--- src/rtl/arith_pkg.sv ---
// Shared arithmetic-library types: serial FSM state encoding and width helper.
package arith_pkg;

  typedef enum logic [1:0] {
    ST_IDLE = 2'd0,
    ST_RUN  = 2'd1,
    ST_DONE = 2'd2
  } state_e;

  // Ceiling log2, never below 1 so a counter always has at least one bit.
  function automatic int unsigned clog2(input int unsigned v);
    int unsigned r;
    r = 0;
    for (int unsigned i = 0; i < 32; i++) begin
      if ((64'd1 << i) < 64'(v)) r = i + 1;
    end
    return (r == 0) ? 1 : r;
  endfunction

endpackage

--- src/rtl/n_bit_serial_subtractor_if.sv ---
// Start/busy/done handshake plus operand and result buses of the serial subtractor.
interface n_bit_serial_subtractor_if #(
  parameter int unsigned N = 8
);

  logic         start;
  logic [N-1:0] num1;
  logic [N-1:0] num2;
  logic         borrow_in;
  logic         busy;
  logic         done;
  logic [N-1:0] diff;
  logic         borrow;
  logic         ovf;

  modport master (
    output start, num1, num2, borrow_in,
    input  busy, done, diff, borrow, ovf
  );

  modport slave (
    input  start, num1, num2, borrow_in,
    output busy, done, diff, borrow, ovf
  );

endinterface

--- src/rtl/n_bit_serial_subtractor_full_subtractor.sv ---
// Gate-level 1-bit full subtractor: diff = num1 - num2 - borrow_in.
module full_subtractor (
  input  logic num1,
  input  logic num2,
  input  logic borrow_in,
  output logic diff,
  output logic borrow
);

  logic w_x;

  assign w_x    = num1 ^ num2;
  assign diff   = w_x ^ borrow_in;
  assign borrow = (~num1 & num2) | (~num1 & borrow_in) | (num2 & borrow_in);

endmodule

--- src/rtl/n_bit_serial_subtractor.sv ---
// Bit-serial N-bit subtractor, LSB first, one bit per clock through a single
// full-subtractor cell. Results hold until the next operation completes.
module n_bit_serial_subtractor
  import arith_pkg::*;
#(
  parameter int unsigned N = 8
) (
  input  logic                      clk,
  input  logic                      rst_n,
  n_bit_serial_subtractor_if.slave  bus
);

  localparam int unsigned CW = clog2(N);

  logic [1:0]    r_rst_sync;
  logic          w_rst_n;
  state_e        r_state;
  state_e        w_state_nxt;
  logic          w_accept;
  logic          w_last;
  logic          w_msb_in;
  logic [N-1:0]  r_a_sr;
  logic [N-1:0]  r_b_sr;
  logic [N-1:0]  r_r_sr;
  logic          r_br;
  logic          r_br_msb_in;
  logic [CW-1:0] r_cnt;
  logic          w_d;
  logic          w_bo;
  logic          r_busy;
  logic          r_done;
  logic [N-1:0]  r_diff;
  logic          r_borrow;
  logic          r_ovf;

  // Reset asserts asynchronously, releases two clocks later in this domain.
  always_ff @(posedge clk or negedge rst_n) begin
    if (!rst_n) r_rst_sync <= 2'b00;
    else        r_rst_sync <= {r_rst_sync[0], 1'b1};
  end

  assign w_rst_n  = r_rst_sync[1];
  assign w_last   = (r_cnt == CW'(N - 1));
  assign w_msb_in = (r_cnt == CW'(N - 2));

  // Serial cell operating on the current LSBs and the running borrow.
  full_subtractor u_fs (
    .num1      (r_a_sr[0]),
    .num2      (r_b_sr[0]),
    .borrow_in (r_br),
    .diff      (w_d),
    .borrow    (w_bo)
  );

  // State register.
  always_ff @(posedge clk or negedge w_rst_n) begin
    if (!w_rst_n) r_state <= ST_IDLE;
    else          r_state <= w_state_nxt;
  end

  // Next-state logic; start is only honoured when not in RUN.
  always_comb begin
    w_state_nxt = r_state;
    w_accept    = 1'b0;
    case (r_state)
      ST_IDLE: begin
        if (bus.start) begin
          w_state_nxt = ST_RUN;
          w_accept    = 1'b1;
        end
      end
      ST_RUN: begin
        if (w_last) w_state_nxt = ST_DONE;
      end
      ST_DONE: begin
        if (bus.start) begin
          w_state_nxt = ST_RUN;
          w_accept    = 1'b1;
        end else begin
          w_state_nxt = ST_IDLE;
        end
      end
      default: w_state_nxt = ST_IDLE;
    endcase
  end

  // Handshake flags, registered from the next state.
  always_ff @(posedge clk or negedge w_rst_n) begin
    if (!w_rst_n) begin
      r_busy <= 1'b0;
      r_done <= 1'b0;
    end else begin
      r_busy <= (w_state_nxt == ST_RUN);
      r_done <= (w_state_nxt == ST_DONE);
    end
  end

  // Operand capture, bit-serial shifting and result load on the last bit.
  always_ff @(posedge clk or negedge w_rst_n) begin
    if (!w_rst_n) begin
      r_a_sr      <= '0;
      r_b_sr      <= '0;
      r_r_sr      <= '0;
      r_br        <= 1'b0;
      r_br_msb_in <= 1'b0;
      r_cnt       <= '0;
      r_diff      <= '0;
      r_borrow    <= 1'b0;
      r_ovf       <= 1'b0;
    end else if (w_accept) begin
      r_a_sr <= bus.num1;
      r_b_sr <= bus.num2;
      r_br   <= bus.borrow_in;
      r_cnt  <= '0;
    end else if (r_state == ST_RUN) begin
      r_a_sr <= {1'b0, r_a_sr[N-1:1]};
      r_b_sr <= {1'b0, r_b_sr[N-1:1]};
      r_r_sr <= {w_d, r_r_sr[N-1:1]};
      r_br   <= w_bo;
      r_cnt  <= r_cnt + CW'(1);
      if (w_msb_in) r_br_msb_in <= w_bo;
      if (w_last) begin
        r_diff   <= {w_d, r_r_sr[N-1:1]};
        r_borrow <= w_bo;
        // Signed overflow: borrow into the MSB differs from borrow out of it.
        r_ovf    <= w_bo ^ r_br_msb_in;
      end
    end
  end

  assign bus.busy   = r_busy;
  assign bus.done   = r_done;
  assign bus.diff   = r_diff;
  assign bus.borrow = r_borrow;
  assign bus.ovf    = r_ovf;

endmodule

--- src/flat_wrapper.sv ---
// flat-port wrapper written by rule: the top's interface ports become plain ports
module n_bit_serial_subtractor_flat import arith_pkg::*;
#(
  parameter int unsigned N = 8
)
  (clk, rst_n, bus_start, bus_num1, bus_num2, bus_borrow_in, bus_busy, bus_done, bus_diff, bus_borrow, bus_ovf);
  n_bit_serial_subtractor_if #(.N(N)) bus_i ();
  input  logic clk;
  input  logic rst_n;
  input wire logic [$bits(bus_i.start)-1:0] bus_start;
  input wire logic [$bits(bus_i.num1)-1:0] bus_num1;
  input wire logic [$bits(bus_i.num2)-1:0] bus_num2;
  input wire logic [$bits(bus_i.borrow_in)-1:0] bus_borrow_in;
  output wire logic [$bits(bus_i.busy)-1:0] bus_busy;
  output wire logic [$bits(bus_i.done)-1:0] bus_done;
  output wire logic [$bits(bus_i.diff)-1:0] bus_diff;
  output wire logic [$bits(bus_i.borrow)-1:0] bus_borrow;
  output wire logic [$bits(bus_i.ovf)-1:0] bus_ovf;
  assign bus_i.start = bus_start;
  assign bus_i.num1 = bus_num1;
  assign bus_i.num2 = bus_num2;
  assign bus_i.borrow_in = bus_borrow_in;
  assign bus_busy = bus_i.busy;
  assign bus_done = bus_i.done;
  assign bus_diff = bus_i.diff;
  assign bus_borrow = bus_i.borrow;
  assign bus_ovf = bus_i.ovf;
  n_bit_serial_subtractor #(.N(N)) u_core (.clk(clk), .rst_n(rst_n), .bus(bus_i));
endmodule
--- config.mk ---
export PLATFORM = sky130hd
export DESIGN_NAME = n_bit_serial_subtractor_flat
export DESIGN_NICKNAME = d
export VERILOG_FILES = /design/src/rtl/arith_pkg.sv /design/src/rtl/n_bit_serial_subtractor_if.sv /design/src/rtl/n_bit_serial_subtractor_full_subtractor.sv /design/src/rtl/n_bit_serial_subtractor.sv /design/src/flat_wrapper.sv
export SDC_FILE = /design/constraint.sdc
export NUM_CORES = 1
export LEC_CHECK = 0
export ABC_AREA = 0
export ABC_CLOCK_PERIOD_IN_PS = 1300
export CAP_MARGIN = 20
export CORE_ASPECT_RATIO = 1.2
export CORE_MARGIN = 5
export CORE_UTILIZATION = 48
export DETAILED_ROUTE_END_ITERATION = 8
export PLACE_DENSITY = 0.79
export SYNTH_ARGS = -nofsm -noshare
export SYNTH_HDL_FRONTEND = slang
export SYNTH_SLANG_ARGS = --single-unit
--- constraint.sdc ---
create_clock -name clk -period 1.3 [get_ports clk]
set_input_delay 0.195 -clock clk [delete_from_list [all_inputs] [get_ports clk]]
set_output_delay 0.195 -clock clk [all_outputs]
set_load 0.01 [all_outputs]
==> results.toml, run 1 <==
[power]
power.leakage_uw = 0.00132
power_density_mw_per_mm2 = 2140
total_power_uw = 5780
ir_drop_v = 0.000948

[floorplan]
start_util_pct = 49.6
rows = 26
dieArea_mm2 = 0.00584
dieWidth_um = 70.6
die_h_um = 82.7
core_mm2 = 0.00426
num_io_pins = 32

[route]
wl_per_cell_um = 15.0
drtIter0Drc = 43
postRouteAntennaNets = 0
via_count = 1297
route.detailed.drc = 0
routed_wirelength_um = 3760
routed_via_density = 5.17
firstDrtPassIters = 4

[clocking]
cts_buffers = 5
root_buffer = "clkbuf_8"
htreeDepth = 2
clk_pin_slew_worst_paths_ns = 0.08
clock_path_buffers = 2
clock_latency_ns = 0.29
cts_tree = "yes"
clock_sinks = 44
ctsHoldBuffers = 0

[logic_synthesis]
synth.most_common_cell = "mux2i_1"
ys_seq_elements = 44
yosysWarnings = 0
ys_types = 24
synth_compound_area_share_pct = 2.37
synth_ff_type = "dfrtp_1"
async_flop_share_pct = 100
seq_area_frac_synth_pct = 52.1
synth_xor_area_share_pct = 0.829
synth_top_family_by_area = "multiplexers"
synth_nets = 172
synth_common_cells = "mux2i_1 (49), dfrtp_1 (44), mux2_2 (10)"
synth_cells = 148
synth.area.top_cells = "dfrtp_1 (52%), mux2i_1 (23%), mux2_2 (5.3%)"
synth_top_cell_by_area = "dfrtp_1"
synth-edff-count = 0
synth_top_area_share_pct = 52.1
netlist_area_mm2 = 0.00211
synth.area.mux_share_pct = 33.5
synth_fa_ha_area_share_pct = 2.72
synth-simple-area-share_pct = 2.96
syn_avg_cell_area_um2 = 14.3

[final_layout]
n_antenna_cell = 0
finalNonFillerCells = 251
fin_util_pct = 63.4
area_growth_pct = 27.8
postLayoutCellArea_mm2 = 0.00270
fin_nets = 218
drive_above_1_share_pct = 24.1
regArea_mm2 = 0.00110
fill_cells = 343
multi_input_comb_area_um2 = 956

[placement]
dpl.hpwl_um = 2750
io_buffers = 31
gp_congestion = 0.727
dp_cells = 241
place_area_mm2 = 0.00258

[setup_path]
crit_required_ns = 1.48
cp-end-kind = "flip-flop"
path_max_fanout = 2
arrival_ns = 1.55
path_class = "flip-flop to flip-flop"
worst_setup_path_start_kind = "flip-flop"

[sta]
finalCriticalPeriod_ns = 1.38
layout_setup_ws_ns = -0.0765
period_share_pct = 106
setup_viol_count_final = 17
hold_viol = 0
clock_skew_ns = 0.00766
holdWs_ns = 0.0584
rsz0062_at_grt = "yes"
slew_viol_final = 0
fmaxAchievable_mhz = 726

[outcome]
violations = "negative setup slack"
status = "finished, violations left"

[global_route]
grt_max_degree = 43
grt_use_total_pct = 14.1
grt_pass1_vias = 1492
grt.overflow.total = 0
antenna_found_initial = 0
grt_pass1_wl_um = 6510

[run]
max-cap-violations = 0

[hold_path]
worstHoldPathType = "primary input to async pin"
[placed cells by master (no fill, tap or decap)]
cell type and count:
clkbuf_8 6, dfrtp_2 1, nand3_1 2, nand2b_1 2, a32o_1 1, nor2_1 1, inv_1 6, ha_1 1
ha_2 1, inv_2 1, clkdlybuf4s50_1 19, conb_1 1, or2b_1 1, o21ai_0 2, buf_12 3, buf_6 1
mux2_4 10, mux2_2 7, dfrtp_1 43, mux2i_1 49, xor2_2 1, dlygate4sd2_1 12, xnor2_1 1, o22ai_1 2
fa_2 1, nand4b_1 1, clkbuf_1 2, ha_4 1, a22o_1 2, nand3b_4 2, buf_4 12
[per-stage QoR]
step                      setup TNS [ns]  setup slack [ns]
after CTS                         -0.663           -0.0738
after floorplan                   -0.642           -0.0900
after global placement            -0.403           -0.0624
after detailed placement           -1.10            -0.113
after global routing               -1.45            -0.112
final                             -0.539           -0.0765
[worst paths after layout]
| kind | cells past startpoint | to | slack (ns) | from |
|---|---|---|---|---|
| setup / recovery | 4 | u_core.bus.ovf | -0.08 | u_core.r_a_sr[0] |
| hold / removal | 1 | u_core.r_rst_sync[0] | 0.06 | rst_n |
| setup reg to reg | 4 | u_core.bus.ovf | -0.08 | u_core.r_a_sr[0] |
| hold reg to reg | 1 | u_core.r_b_sr[4] | 0.23 | u_core.r_rst_sync[1] |
| max in group asynchronous | 1 | u_core.r_b_sr[7] | 0.85 | u_core.r_rst_sync[1] |
| min in group clk | 0 | u_core.r_rst_sync[1] | 0.36 | u_core.r_rst_sync[0] |
[area by class of cell]
class	count	share of cell area (%)
multi-input combinational	89	35.4
tap	56	2.59
inverter	7	0.973
sequential	44	40.8
timing repair buffer	47	16.9
clock buffer	8	3.33
[cell families (layout without fill, tap and decap cells)]
kind of cell / after synthesis / count (layout)
muxes: 66 / 66
DFF: 44 / 44
other: 1 / 1
xor gates and xnor gates: 2 / 2
buffers and inverters: 16 / 62
adders and majority gates: 4 / 4
AOI/OAI and AO/OA: 7 / 7
and+or+nand+nor: 8 / 9
[registers in the layout, indices dropped and copies added (netlist names)]
register and flops:
u_core.bus.diff 8, u_core.r_a_sr 8, u_core.r_b_sr 8, u_core.r_r_sr 7
u_core.r_cnt 3, u_core.r_rst_sync 2, u_core.r_state 2, u_core.bus.borrow 1
u_core.bus.busy 1, u_core.bus.done 1, u_core.bus.ovf 1, u_core.r_br 1
u_core.r_br_msb_in 1
[what timing repair did]
item	CTS	global route
resized for setup	15	4
endpoints found under the setup margin	25	20
cloned	1	0
pin swaps	3	1
setup buffers	0	1
[worst max-delay path, stage by stage, from the launching register on]
cell     delay [ns]
dfrtp_1        0.37
inv_2          0.05
fa_2           0.42
xor2_2         0.16
mux2_4         0.26
[report_power, final]
group	switching [uW]	leakage (uW)	total (uW)	internal, uW
logic	989	0.000741	2480	1500
clock network	432	0.0000455	865	433
registers	454	0.000535	2430	1980
[per-layer routing]
metal	track usage, %	wire length, um	vias up	share of wire, %
met4	3.57	36	0	0.96
met3	4.60	185	4	4.9
met1	15.0	1490	637	40
li1	-	-	624	-
met2	27.1	2050	32	54
met5	0	0	-	0
No activity file was read; power rests on OpenSTA's default activity.
==> inputs of run 2 (changes only) <==
PLACE_DENSITY = 0.81   (was 0.79)
==> run 2 against run 1 <==
  * The flow still finishes with violations (negative setup slack)
  * Die area stayed put
  * Routed wire length is 4.3% higher
  * Sequential share of layout area is 0.57 points lower
  * First-iteration DRC count is 23% higher
  * Cell count is 1.2% higher
  * Register-to-register slack hardly changed
  * Critical path type unchanged
  * Largest cell class unchanged
  * Largest power group unchanged
==> results.toml, run 2 (synthesis gave the netlist of run 1 again) <==
[hold_path]
worstHoldPathType = "primary input to async pin"

[floorplan]
rows = 26
die_h_um = 82.7
start_util_pct = 49.6
num_io_pins = 32
dieWidth_um = 70.6
core_mm2 = 0.00426
dieArea_mm2 = 0.00584

[final_layout]
fin_util_pct = 64.4
area_growth_pct = 29.8
n_antenna_cell = 0
fin_nets = 221
final_cell_mix = "mux2i_1 (48), dfrtp_1 (42), clkdlybuf4s50_1 (19)"
fill_cells = 347
drive_above_1_share_pct = 26.3
final_common_cell = "mux2i_1"

[sta]
period_share_pct = 105
setup_tns_ns = -0.495
layout_setup_ws_ns = -0.0631
hold_viol = 0
setup_viol_count_final = 12
rsz0062_at_grt = "yes"
finalCriticalPeriod_ns = 1.36
slew_viol_final = 0
holdWs_ns = 0.0579
clock_skew_ns = 0.00809
fmaxAchievable_mhz = 734

[setup_path]
path_class = "flip-flop to flip-flop"
path_max_fanout = 6
worst_setup_path_start_kind = "flip-flop"
arrival_ns = 1.53
cp-end-kind = "flip-flop"
crit_required_ns = 1.47

[clocking]
cts_buffers = 5
clock_latency_ns = 0.29
ctsHoldBuffers = 0
clock_sinks = 44
clk_pin_slew_worst_paths_ns = 0.08
clock_path_buffers = 2
root_buffer = "clkbuf_8"
htreeDepth = 2
cts_tree = "yes"

[global_route]
grt_pass1_vias = 1474
grt_max_degree = 43
antenna_found_initial = 0
grt.overflow.total = 0
grt_use_total_pct = 14.9
grt_pass1_wl_um = 6820

[route]
routed_wirelength_um = 3920
via_count = 1310
firstDrtPassIters = 4
wl_per_cell_um = 15.4
routed_via_density = 5.16
drtIter0Drc = 53
route.detailed.drc = 0
postRouteAntennaNets = 0

[power]
power_density_mw_per_mm2 = 2160
ir_drop_v = 0.00101
power.leakage_uw = 0.00134

[placement]
detailedPlace.worstSlack_ns = -0.155
io_buffers = 31
gp_congestion = 0.686
dpl.hpwl_um = 2770

[outcome]
violations = "negative setup slack"
status = "finished, violations left"

[run]
max-cap-violations = 0
==> run 2: power by group <==
group	switching [uW]	internal (uW)	total, uW
registers	437	1980	2420
logic	1050	1540	2590
clock network	424	485	909
==> run 2: final timing paths <==
path | from | to | slack, ns | depth (start not counted)
worst max-delay path | u_core.r_cnt[1] | u_core.bus.diff[2] | -0.06 | 4
worst min-delay path | rst_n | u_core.r_rst_sync[0] | 0.06 | 1
worst max register to register | u_core.r_cnt[1] | u_core.bus.diff[2] | -0.06 | 4
worst min register to register | u_core.r_rst_sync[1] | u_core.r_b_sr[6] | 0.24 | 1
max in group asynchronous | u_core.r_rst_sync[1] | u_core.r_state[0] | 0.83 | 1
min in group clk | u_core.r_rst_sync[0] | u_core.r_rst_sync[1] | 0.36 | 0
==> run 2: metal layers <==
| layer | routed length (um) | vias up | GRT usage, % |
|---|---|---|---|
| li1 | - | 615 | - |
| met1 | 1530 | 652 | 16.8 |
| met2 | 2190 | 39 | 28.1 |
| met3 | 186 | 4 | 3.27 |
| met4 | 17 | 0 | 5.08 |
| met5 | 0 | - | 0 |
==> run 2: area by class of cell <==
cell class | count | area [um^2] | share of cell area, %
clock buffer | 8 | 100 | 3.65
inverter | 7 | 26.3 | 0.958
tap | 56 | 70.1 | 2.55
multi-input combinational | 89 | 960 | 35.0
sequential | 44 | 1100 | 40.2
timing repair buffer | 50 | 483 | 17.6
==> run 2: worst max-delay path, stage by stage, from the launching register on <==
cell	delay, ns
dfrtp_1	0.40
ha_2	0.20
ha_4	0.18
nand3b_4	0.16
mux2_4	0.32
==> run 2: stage by stage <==
step / total power [uW] / instance area (um^2) / std cells
3_3_place_gp: 4790 / 2580 / 241
3_5_place_dp: 4990 / 2580 / 241
4_1_cts: 5910 / 2720 / 253
5_1_grt: 6340 / 2740 / 254
2_1_floorplan: 4020 / 2140 / 148
6_report: 5920 / 2740 / 254
==> run 2: what timing repair did <==
item                                    CTS  global route
cloned                                    1             0
resized for setup                        17             4
setup buffers                             3             1
endpoints found under the setup margin   24            28
pin swaps                                 3             0
hold endpoints to repair                  0             0
==> inputs of run 3 (changes only) <==
GPL_TIMING_DRIVEN = 0   (was default)
SKIP_CTS_REPAIR_TIMING = 1   (was default)
==> run 3 against run 2 <==
  * Clock-buffer cell count shrank 2
  * Power shrank 2.7%
  * Clock skew is essentially flat
  * Sequential power is essentially flat
  * The flow still finishes with violations (negative setup slack)
  * Highest routed layer unchanged
  * Worst hold slack lost 0.0099 ns
  * Largest cell class unchanged
==> results.toml, run 3 (synthesis gave the netlist of run 1 again) <==
[setup_path]
critPathLaunch = "u_core.r_cnt[0]"
ff2ff_path_depth = 5
reg2reg_slack_ns = -0.17
crit_required_ns = 1.48
path_class = "flip-flop to flip-flop"
worst_setup_path_start_kind = "flip-flop"
reg2reg_to = "u_core.bus.diff[0]"
endpoint = "u_core.bus.diff[0]"
r2r_start = "u_core.r_cnt[0]"
arrival_ns = 1.65
cp-end-kind = "flip-flop"
path_max_fanout = 10

[route]
routed_via_density = 5.17
routed_wirelength_um = 3860
postRouteAntennaNets = 0
firstDrtPassIters = 3
wl_per_cell_um = 15.6
via_count = 1282
route.detailed.drc = 0
drtIter0Drc = 77

[placement]
io_buffers = 30
detailedPlace.worstSlack_ns = -0.178
gp_congestion = 0.757
dpl.hpwl_um = 2670
place_area_mm2 = 0.00251

[sta]
layout_setup_ws_ns = -0.172
hold_viol = 0
setup_viol_count_final = 11
clock_skew_ns = 0.00818
slew_headroom_pct = 39.9
period_share_pct = 113
slew_viol_final = 0
finalCriticalPeriod_ns = 1.47
tightest_slew_ns = 0.902
fmaxAchievable_mhz = 680
rsz0062_at_grt = "yes"

[global_route]
grt_max_degree = 43
grt_pass1_wl_um = 6480
grt_pass1_vias = 1470
grt_use_total_pct = 14.2
antenna_found_initial = 0
grt.overflow.total = 0
gr-max-usage-layer = "met2"
use_met1_pct = 14.4
gr-usage-met3_pct = 4.24
grt.met2_usage_pct = 27.4

[power]
power.leakage_uw = 0.00139
total_power_uw = 5760
ir_drop_v = 0.000871
power_density_mw_per_mm2 = 2140

[clocking]
clk_pin_slew_worst_paths_ns = 0.08
clock_sinks = 44
root_buffer = "clkbuf_8"
htreeDepth = 2
clock_path_buffers = 2
cts_tree = "yes"
cts_buffers = 5
clock_latency_ns = 0.30

[final_layout]
drive_above_1_share_pct = 23.4
final_common_cell = "mux2i_1"
n_antenna_cell = 0
postLayoutCellArea_mm2 = 0.00269
fin_nets = 215
fill_cells = 336
area_growth_pct = 27.3
final_cell_mix = "mux2i_1 (49), dfrtp_1 (43), clkdlybuf4s50_1 (18)"

[hold_path]
worstHoldPathType = "primary input to async pin"

[outcome]
violations = "negative setup slack"
status = "finished, violations left"

[floorplan]
rows = 26
num_io_pins = 32
dieWidth_um = 70.6
start_util_pct = 49.6
core_mm2 = 0.00426
die_h_um = 82.7
dieArea_mm2 = 0.00584

[run]
max-cap-violations = 0
==> run 3: layout make-up <==
cell class	count	area, um^2	area share [%]
buffer	9	95.1	3.53
clock buffer	6	82.6	3.07
clock inverter	2	13.8	0.512
inverter	7	26.3	0.977
multi-input combinational	88	925	34.4
timing repair buffer	36	375	14.0
tap	56	70.1	2.60
sequential	44	1100	41.0
==> run 3: per-layer routing <==
| metal | routed length [um] | share of wire, % |
|---|---|---|
| met1 | 1580 | 41 |
| met4 | 59 | 1.5 |
| met2 | 1990 | 52 |
| met3 | 224 | 5.8 |
| met5 | 0 | 0 |
==> run 3: power breakdown <==
group	internal, uW	total (uW)	switching [uW]
Clock	435	909	474
Sequential	1980	2420	443
Combinational	1470	2430	964
Total	3880	5760	1880
==> run 3: worst max-delay path: stages, from the launching register on <==
cell      delay, ns
dfrtp_1        0.43
ha_2           0.21
ha_4           0.17
nand3b_4       0.10
buf_12         0.15
mux2_4         0.30
==> run 3: worst min-delay path by stage <==
stage                              start                    to  slack (ns)  cells past startpoint
floorplan                          rst_n  u_core.r_rst_sync[0]       -0.10                      0
CTS                                rst_n  u_core.r_rst_sync[0]        0.04                      1
global placement    u_core.r_rst_sync[0]  u_core.r_rst_sync[1]        0.34                      0
finish                             rst_n  u_core.r_rst_sync[0]        0.05                      1
detailed placement  u_core.r_rst_sync[0]  u_core.r_rst_sync[1]        0.34                      0
global route                       rst_n  u_core.r_rst_sync[0]        0.04                      1
==> run 3: metrics by stage <==
step           TNS, ns  std cells  utilization (%)  hold slack, ns
5_1_grt          -1.95        248             63.1          0.0379
2_1_floorplan   -0.642        148                -          -0.101
4_1_cts          -2.96        242             61.1          0.0441
3_5_place_dp     -1.39        234             58.8           0.337
3_3_place_gp    -0.995        234             58.8           0.337
6_report         -1.41        248             63.1          0.0480
